===== src/rtl/wb_timeout_bridge_pkg.sv =====
// Shared definitions for the Wishbone timeout bridge: FSM encoding,
// default widths, the poison word and a saturating increment helper.
package wb_timeout_bridge_pkg;

  localparam int          WB_AW_DEF   = 32;
  localparam int          WB_DW_DEF   = 32;
  localparam int          TO_W_DEF    = 8;
  localparam logic [31:0] POISON_DEF  = 32'hDEAD_BEEF;

  typedef enum logic [1:0] {
    ST_IDLE = 2'd0,
    ST_REQ  = 2'd1,
    ST_RESP = 2'd2
  } state_e;

  // Increment an 8-bit status count, sticking at its maximum value.
  function automatic logic [7:0] sat_inc8(input logic [7:0] v);
    return (v == 8'hFF) ? v : (v + 8'd1);
  endfunction

endpackage


===== src/rtl/wb_to_status.sv =====
// Sticky timeout status: saturating timeout count, address of the most
// recent timed-out access and a flag. A timeout event beats a clear.
module wb_to_status
  import wb_timeout_bridge_pkg::*;
#(
  parameter int AW = WB_AW_DEF
) (
  input  logic          clk_i,
  input  logic          rst_ni,
  input  logic          clr_i,
  input  logic          to_pulse_i,
  input  logic [AW-1:0] to_adr_i,
  output logic [7:0]    to_count_o,
  output logic [AW-1:0] to_adr_o,
  output logic          to_flag_o
);

  logic [7:0]    count_q, count_d;
  logic [AW-1:0] adr_q, adr_d;
  logic          flag_q, flag_d;

  // Next status: a timeout records itself (counting from zero if cleared now).
  always_comb begin
    count_d = count_q;
    adr_d   = adr_q;
    flag_d  = flag_q;
    if (to_pulse_i) begin
      count_d = clr_i ? 8'd1 : sat_inc8(count_q);
      adr_d   = to_adr_i;
      flag_d  = 1'b1;
    end else if (clr_i) begin
      count_d = 8'd0;
      adr_d   = {AW{1'b0}};
      flag_d  = 1'b0;
    end else begin
      count_d = count_q;
    end
  end

  // Status registers.
  always_ff @(posedge clk_i or negedge rst_ni) begin
    if (!rst_ni) begin
      count_q <= 8'd0;
      adr_q   <= {AW{1'b0}};
      flag_q  <= 1'b0;
    end else begin
      count_q <= count_d;
      adr_q   <= adr_d;
      flag_q  <= flag_d;
    end
  end

  assign to_count_o = count_q;
  assign to_adr_o   = adr_q;
  assign to_flag_o  = flag_q;

endmodule


===== src/rtl/wb_timeout_bridge.sv =====
// Single-outstanding Wishbone classic bridge. Every request is registered
// toward the slave; a slave that stays silent for TIMEOUT cycles is
// abandoned and the master gets an error with a poison data word.
module wb_timeout_bridge
  import wb_timeout_bridge_pkg::*;
#(
  parameter int            AW      = WB_AW_DEF,
  parameter int            DW      = WB_DW_DEF,
  parameter int            TO_W    = TO_W_DEF,
  parameter int            TIMEOUT = 255,
  parameter logic [DW-1:0] POISON  = DW'(POISON_DEF)
) (
  input  logic            mclk,
  input  logic            h_reset_n,
  input  logic            wbm_cyc_i,
  input  logic            wbm_stb_i,
  input  logic            wbm_we_i,
  input  logic [AW-1:0]   wbm_adr_i,
  input  logic [DW-1:0]   wbm_dat_i,
  input  logic [DW/8-1:0] wbm_sel_i,
  output logic [DW-1:0]   wbm_dat_o,
  output logic            wbm_ack_o,
  output logic            wbm_err_o,
  output logic            wbs_cyc_o,
  output logic            wbs_stb_o,
  output logic            wbs_we_o,
  output logic [AW-1:0]   wbs_adr_o,
  output logic [DW-1:0]   wbs_dat_o,
  output logic [DW/8-1:0] wbs_sel_o,
  input  logic [DW-1:0]   wbs_dat_i,
  input  logic            wbs_ack_i,
  input  logic            wbs_err_i,
  input  logic            clr_status_i,
  output logic [7:0]      to_count_o,
  output logic [AW-1:0]   to_adr_o,
  output logic            to_flag_o
);

  // Counter value seen on the edge that completes TIMEOUT strobe cycles.
  localparam logic [TO_W-1:0] TO_LAST = TO_W'(TIMEOUT - 1);

  state_e            state_q, state_d;
  logic [TO_W-1:0]   cnt_q, cnt_d;
  logic              wbs_req_q, wbs_req_d;
  logic              wbs_we_q, wbs_we_d;
  logic [AW-1:0]     wbs_adr_q, wbs_adr_d;
  logic [DW-1:0]     wbs_dat_q, wbs_dat_d;
  logic [DW/8-1:0]   wbs_sel_q, wbs_sel_d;
  logic [DW-1:0]     wbm_dat_q, wbm_dat_d;
  logic              wbm_ack_q, wbm_ack_d;
  logic              wbm_err_q, wbm_err_d;
  logic              to_pulse_s;

  // Next-state and response decode; ack/err default low so they pulse once.
  always_comb begin
    state_d    = state_q;
    cnt_d      = cnt_q;
    wbs_req_d  = wbs_req_q;
    wbs_we_d   = wbs_we_q;
    wbs_adr_d  = wbs_adr_q;
    wbs_dat_d  = wbs_dat_q;
    wbs_sel_d  = wbs_sel_q;
    wbm_dat_d  = wbm_dat_q;
    wbm_ack_d  = 1'b0;
    wbm_err_d  = 1'b0;
    to_pulse_s = 1'b0;
    case (state_q)
      ST_IDLE: begin
        if (wbm_cyc_i && wbm_stb_i) begin
          wbs_we_d  = wbm_we_i;
          wbs_adr_d = wbm_adr_i;
          wbs_dat_d = wbm_dat_i;
          wbs_sel_d = wbm_sel_i;
          wbs_req_d = 1'b1;
          cnt_d     = {TO_W{1'b0}};
          state_d   = ST_REQ;
        end else begin
          state_d = ST_IDLE;
        end
      end
      ST_REQ: begin
        if (!wbm_cyc_i) begin
          // Master abandoned the cycle: withdraw silently.
          wbs_req_d = 1'b0;
          state_d   = ST_IDLE;
        end else if (wbs_ack_i) begin
          if (!wbs_we_q) begin
            wbm_dat_d = wbs_dat_i;
          end else begin
            wbm_dat_d = wbm_dat_q;
          end
          wbm_ack_d = 1'b1;
          wbs_req_d = 1'b0;
          state_d   = ST_RESP;
        end else if (wbs_err_i) begin
          wbm_err_d = 1'b1;
          wbm_dat_d = {DW{1'b0}};
          wbs_req_d = 1'b0;
          state_d   = ST_RESP;
        end else if (cnt_q == TO_LAST) begin
          wbm_err_d  = 1'b1;
          wbm_dat_d  = POISON;
          wbs_req_d  = 1'b0;
          to_pulse_s = 1'b1;
          state_d    = ST_RESP;
        end else begin
          cnt_d = cnt_q + TO_W'(1);
        end
      end
      ST_RESP: begin
        // Request is deliberately not resampled here to avoid a double issue.
        state_d = ST_IDLE;
      end
      default: begin
        wbs_req_d = 1'b0;
        state_d   = ST_IDLE;
      end
    endcase
  end

  // State and output registers.
  always_ff @(posedge mclk or negedge h_reset_n) begin
    if (!h_reset_n) begin
      state_q   <= ST_IDLE;
      cnt_q     <= {TO_W{1'b0}};
      wbs_req_q <= 1'b0;
      wbs_we_q  <= 1'b0;
      wbs_adr_q <= {AW{1'b0}};
      wbs_dat_q <= {DW{1'b0}};
      wbs_sel_q <= {(DW/8){1'b0}};
      wbm_dat_q <= {DW{1'b0}};
      wbm_ack_q <= 1'b0;
      wbm_err_q <= 1'b0;
    end else begin
      state_q   <= state_d;
      cnt_q     <= cnt_d;
      wbs_req_q <= wbs_req_d;
      wbs_we_q  <= wbs_we_d;
      wbs_adr_q <= wbs_adr_d;
      wbs_dat_q <= wbs_dat_d;
      wbs_sel_q <= wbs_sel_d;
      wbm_dat_q <= wbm_dat_d;
      wbm_ack_q <= wbm_ack_d;
      wbm_err_q <= wbm_err_d;
    end
  end

  wb_to_status #(
    .AW (AW)
  ) u_status (
    .clk_i      (mclk),
    .rst_ni     (h_reset_n),
    .clr_i      (clr_status_i),
    .to_pulse_i (to_pulse_s),
    .to_adr_i   (wbs_adr_q),
    .to_count_o (to_count_o),
    .to_adr_o   (to_adr_o),
    .to_flag_o  (to_flag_o)
  );

  assign wbs_cyc_o = wbs_req_q;
  assign wbs_stb_o = wbs_req_q;
  assign wbs_we_o  = wbs_we_q;
  assign wbs_adr_o = wbs_adr_q;
  assign wbs_dat_o = wbs_dat_q;
  assign wbs_sel_o = wbs_sel_q;
  assign wbm_dat_o = wbm_dat_q;
  assign wbm_ack_o = wbm_ack_q;
  assign wbm_err_o = wbm_err_q;

endmodule


===== config.mk =====
export PLATFORM = sky130hd
export DESIGN_NAME = wb_timeout_bridge
export DESIGN_NICKNAME = d
export VERILOG_FILES = /design/src/rtl/wb_timeout_bridge_pkg.sv /design/src/rtl/wb_to_status.sv /design/src/rtl/wb_timeout_bridge.sv
export SDC_FILE = /design/constraint.sdc
export NUM_CORES = 1
export LEC_CHECK = 0
export CELL_PAD_IN_SITES_DETAIL_PLACEMENT = 0
export CELL_PAD_IN_SITES_GLOBAL_PLACEMENT = 1
export CORE_AREA = 2 2 125 176
export DETAILED_ROUTE_END_ITERATION = 10
export DIE_AREA = 0 0 127 178
export PLACE_DENSITY_LB_ADDON = 0.1
export RECOVER_POWER = 25
export SYNTH_ARGS = -nofsm -noshare
export SYNTH_HDL_FRONTEND = slang
export SYNTH_SLANG_ARGS = --single-unit

===== constraint.sdc =====
create_clock -name mclk -period 2.7 [get_ports mclk]
set_input_delay 0.675 -clock mclk [delete_from_list [all_inputs] [get_ports mclk]]
set_output_delay 0.675 -clock mclk [all_outputs]
set_load 0.01 [all_outputs]

=== Word-level counts from Yosys, hierarchy flattened ===
Cells that the tools add are included.

* Add/subtract/negate cells: 2
* $mul: 0
* Div/mod/pow operators: 0
* Order comparisons: 0
* Eq/ne operators: 12
* Shifts and indexed selects: 0
* Muxes and demuxes: 42
* Bitwise operators: 1
* Reductions and logical operators: 10

{| class="wikitable"
|+ Operators with widths
! operator !! number
|-
| $mux 32 || 6
|-
| $mux 8 || 9
|-
| $mux 1 || 20
|-
| $add 8x1->8 const B || 2
|-
| $eq 8x8->1 const B || 2
|-
| $pmux 8 s2 || 1
|-
| $ne 2x2->1 const B || 7
|-
| $mux 2 || 4
|-
| $reduce_and 6->1 || 1
|-
| $ne 5x5->1 const B || 1
|-
| $pmux 2 s2 || 1
|-
| $reduce_and 2->1 || 2
|-
| $reduce_and 4->1 || 1
|-
| $reduce_bool 2->1 || 2
|-
| $pmux 1 s3 || 1
|-
| $reduce_and 3->1 || 1
|-
| $reduce_bool 3->1 || 1
|-
| $eq 2x1->1 const B || 1
|-
| $eq 2x2->1 const B || 1
|-
| $logic_not 2->1 || 1
|-
| $logic_and 1x1->1 || 1
|-
| $not 1->1 || 1
|}

* Register bits: 155
* Bits in latches: 0
* Bits in writable memories: 0
* Bits in read-only memories: 0
* Word-level logic and storage cells: 80
* Memories: 0

=== Logic depth before layout (Yosys ltp) ===
* Depth after elaboration: 8
* Mapped depth: 8

=== By module ===
A second synthesis with hierarchy kept.

* Cell total of the unflattened synthesis: 461
* Area total of the unflattened synthesis: 6,426.2 µm²

{| class="wikitable"
|+ By module, submodules not included
! module !! instances !! cells each !! area each (µm²)
|-
| wb_timeout_bridge || 1 || 338 || 4,792.1
|-
| wb_to_status || 1 || 123 || 1,634.1
|}

=== Worst setup path before layout ===
No wires, ideal clock.

* Path type: input to register
* Start point: input port wbs_ack_i
* End point: register u_status.count_q[7], in the netlist u_status.to_count_o[7]
* Data arrival time: 1,775 ps
* Data required time: 2,573 ps
* Slack: 798 ps
* Stages on the path: 6
* Buffers on the path: 2
* Cell sequence: buf_2 > nor2_4 > and4_1 > buf_4 > nand4_1 > mux2_1

* Longest elaborated chain between the ends: 5
* Elaborated cells on any way between the ends: 6
* Classes of those cells: 4 x mux; 2 x reduce/logical

{| class="wikitable"
|+ Ends and longest elaborated chain
! what !! RTL line !! text
|-
| from (decl) || wb_timeout_bridge.sv:31 || <nowiki>input logic wbs_ack_i,</nowiki>
|-
| $mux 1 (*) || wb_timeout_bridge.sv:86 || <nowiki>end else if (wbs_ack_i) begin</nowiki>
|-
| $mux 1 (*) || wb_timeout_bridge.sv:82 || <nowiki>if (!wbm_cyc_i) begin</nowiki>
|-
| $mux 1 (*) || wb_timeout_bridge.sv:67 || <nowiki>case (state_q)</nowiki>
|-
| $reduce_bool 2->1 (no line) || n/a ||
|-
| $reduce_and 2->1 (no line) || n/a ||
|-
| to (signal assigned) || wb_to_status.sv:47 || <nowiki>count_q <= count_d;</nowiki>
|-
| to (decl) || wb_to_status.sv:18 || <nowiki>logic [7:0] count_q, count_d;</nowiki>
|}

Every way passes the cells marked *; elsewhere a longest branch is shown, timed or not.
A chain may end at the register's enable or synchronous reset.

=== Worst setup path after layout ===
* Start point: input port wbm_cyc_i
* End point: register cnt_q[5]

* Longest elaborated chain between the ends: 3
* Elaborated cells on any way between the ends: 4
* Classes of those cells: 2 x eq/ne; 2 x reduce/logical

{| class="wikitable"
|+ Ends and longest elaborated chain
! what !! RTL line !! text
|-
| from (decl) || wb_timeout_bridge.sv:15 || <nowiki>input logic wbm_cyc_i,</nowiki>
|-
| $logic_and 1x1->1 || wb_timeout_bridge.sv:69 || <nowiki>if (wbm_cyc_i && wbm_stb_i) begin</nowiki>
|-
| $ne 2x2->1 (no line) || n/a ||
|-
| $reduce_and 6->1 (no line) (*) || n/a ||
|-
| to (signal assigned) || wb_timeout_bridge.sv:125 || <nowiki>cnt_q <= {TO_W{1'b0}};</nowiki>
|-
| to (signal assigned) || wb_timeout_bridge.sv:136 || <nowiki>cnt_q <= cnt_d;</nowiki>
|-
| to (decl) || wb_timeout_bridge.sv:43 || <nowiki>logic [TO_W-1:0] cnt_q, cnt_d;</nowiki>
|}

Marked as above.

==> impl_metrics.toml <==
[run_status]
status = "complete, no violations"

[timing]
finalSetupTns_ns = 0
max_slew.worst_pin.slew_ns = 1.41
skew_ns = 0.0105
finalHoldViolCount = 0
final.min_clock_period_ns = 2.20
timing.fmax_mhz = 454
drv_slew = 0
relSlewSlack_pct = 5.67
rsz0062_at_grt = "false"
fin_crit_sh_pct = 81.5
setup_viol = 0

[pwr]
sw_frac_of_total_pct = 26.7
total_power_mw = 7.02
ir_worst_vdd_v = 0.000393
combPwrFrac_pct = 22.5
p_switching_mw = 1.87
internal-power_mw = 5.15
clkPwrFrac_pct = 36.2
powerDensity_nw_per_um2 = 720
seq_power_share_pct = 41.3
leakagePower_nw = 4.57

[place]
portBuffers = 253
place.gp.congestion = 0.745
hpwl_um = 14400

[clocking]
post_cts_resized = 0
clock-sinks = 155
clkLatencyLatePin_ns = 0.42
cts_max_level = 4
clock-root-buffer = "clkbuf_16"
cts_buffer_depth = 2
cts_hold_buf = 0
post_cts_buffers = 0
cts_tree = "yes"
cts_buffers = 17
clk_pin_slew_ns = 0.06

[floorplanning]
die_w_um = 127
fp-row-count = 63
core_area_um2 = 21000
io_pins = 254
start_util_pct = 29.8
dieArea_um2 = 22600
die_h_um = 178

[routing]
dr_wl_met2_um = 10500
drc = 0
drt_pass1_iterations = 5
wl_met3_um = 1140
drtIter0Drc = 355
ant_nets = 0
routed_wl_um = 19900
vias = 5559
topRoutingLayerUsed = "met4"
avgRoutedWirePerCell_um = 17.0
avgViaCountPerCell = 4.75
drt-met1-wl_um = 7890

[logic_synthesis]
synth-warning-count = 0
synth.yosys.seq_area_share_pct = 62.1
ys_ff_latch = 155
synthesis.area_um2 = 6240
postSynthCellCount = 651
synth_nets = 762
synth_cell_types = 44
syn_avg_cell_area_um2 = 9.59

[global_routing]
grt-ovfl-total = 0
grt_max_degree = 62
track_usage_pct = 17.6
grt_pass1_wl_um = 30900
first_global_vias = 5666
antenna_found_initial = 0

[final_layout]
final_cell_mix = "307 x nand2_1, 252 x clkdlybuf4s50_1, 155 x dfrtp_1, 37 x nand3_1, 24 x a2bb2oi_1"
multi_input_area_um2 = 2170
ff_latch_area_um2 = 3880
final_common_cell = "nand2_1"
diodes = 0
post-route-util_pct = 46.5
fillers = 2032
drive_above_1_share_pct = 5.93
area_growth_pct = 56.2
nets = 1011

[critical_path]
path_max_fanout = 6
critPathRequiredTime_ns = 3.03
worstSetupStartpointType = "input port"
crit_type = "in2reg"
arrival_ns = 2.54
r2r_cells = 7
endpoint_kind = "flop"

[min_path]
holdPathStages = 2
hold_class = "reg2reg"

[job]
cap_violations = 0
==> critical path, cell delays in order <==
cell	delay [ns]
clkdlybuf4s50_1	0.53
and3b_1	0.36
buf_4	0.18
nand2_1	0.11
or4_1	0.51
a21oi_1	0.18
==> logic make-up (layout without fill, tap and decap cells) <==
group           Yosys count  count (layout)  synth area share (%)
buf+inv                  43             303                  3.19
flops                   155             155                  62.1
xor+xnor                  1               1                 0.140
compound gates           67              67                  8.04
fa+ha+maj                 3               3                 0.601
simple gates            381             381                  25.7
mux                       1               1                 0.180
==> area by class of cell <==
cell class,count,area share [%]
Sequential cell,155,39.8
Clock inverter,12,1.94
Clock buffer,18,4.40
Multi-Input combinational cell,453,22.3
Tap cell,260,3.34
Inverter,4,0.154
Timing Repair Buffer,269,28.1
==> power groups by stage <==
stage / registers, mW / clock network (mW) / logic (mW)
global placement: 2.92 / 0 / 1.60
CTS: 2.90 / 2.62 / 1.62
detailed placement: 2.93 / 0 / 1.62
floorplan: 3.07 / 0 / 0.375
finish: 2.90 / 2.54 / 1.58
global route: 2.94 / 2.71 / 1.70
==> per-layer routing <==
metal	global-route usage (%)	vias up
met3	4.53	24
li1	-	2637
met4	5.82	0
met1	21.0	2716
met2	31.0	182
met5	0	-
==> registers in the layout, indices dropped and copies added (netlist names), 2 cells and up <==
signal	flops
u_status.to_adr_o	32
wbm_dat_o	32
wbs_adr_o	32
wbs_dat_o	32
cnt_q	8
u_status.to_count_o	8
wbs_sel_o	4
state_q	2
==> cell usage after synthesis, drive strengths merged <==
master,count,area (µm²)
nand2,307,1150
nor2,6,30.0
nor3,1,5.00
a31oi,1,6.26
nor2b,2,12.5
and3b,1,8.76
a21oi,14,73.8
xor2,1,8.76
and4,4,38.8
ha,3,37.5
o21ai,6,30.0
o41ai,1,8.76
or4,4,30.0
and3,5,32.5
or2,1,6.26
nand3b,3,22.5
a21o,3,22.5
inv,4,15.0
dfrtp,155,3880
a311oi,1,8.76
and2,1,6.26
or3,3,18.8
a22o,8,70.1
mux2,1,11.3
clkbuf,16,60.1
a211oi,2,15.0
nor4b,2,17.5
a2bb2oi,24,210
o211ai,1,7.51
o2111ai,1,8.76
nand4,3,33.8
buf,23,124
nand3,38,190
o31ai,3,22.5
o311ai,2,17.5
==> path summary, 6_finish.rpt <==
check,slack (ns),end,startpoint
worst max-delay path,0.50,cnt_q[5]$_DFFE_PN0P_,wbm_cyc_i
worst min-delay path,0.47,wbs_dat_o[13]$_DFFE_PN0P_,wbs_dat_o[13]$_DFFE_PN0P_
worst max register to register,0.77,u_status.to_count_o[5]$_DFFE_PN0P_,cnt_q[0]$_DFFE_PN0P_
worst min register to register,0.47,wbs_dat_o[13]$_DFFE_PN0P_,wbs_dat_o[13]$_DFFE_PN0P_
max in group asynchronous,0.64,wbm_dat_o[0]$_DFFE_PN0P_,h_reset_n
min in group asynchronous,0.58,wbs_adr_o[6]$_DFFE_PN0P_,h_reset_n
==> stage by stage <==
step           hold WS (ns)  cells  cell area (µm²)  setup slack (ns)
2_1_floorplan         0.379    651             6240             0.798
3_3_place_gp          0.459   1141             9160             0.162
3_5_place_dp          0.462   1141             9160            0.0673
4_1_cts               0.230   1171             9770             0.483
5_1_grt               0.495   1171             9750             0.245
6_report              0.472   1171             9750             0.498
(Power assumes the default switching activity.)
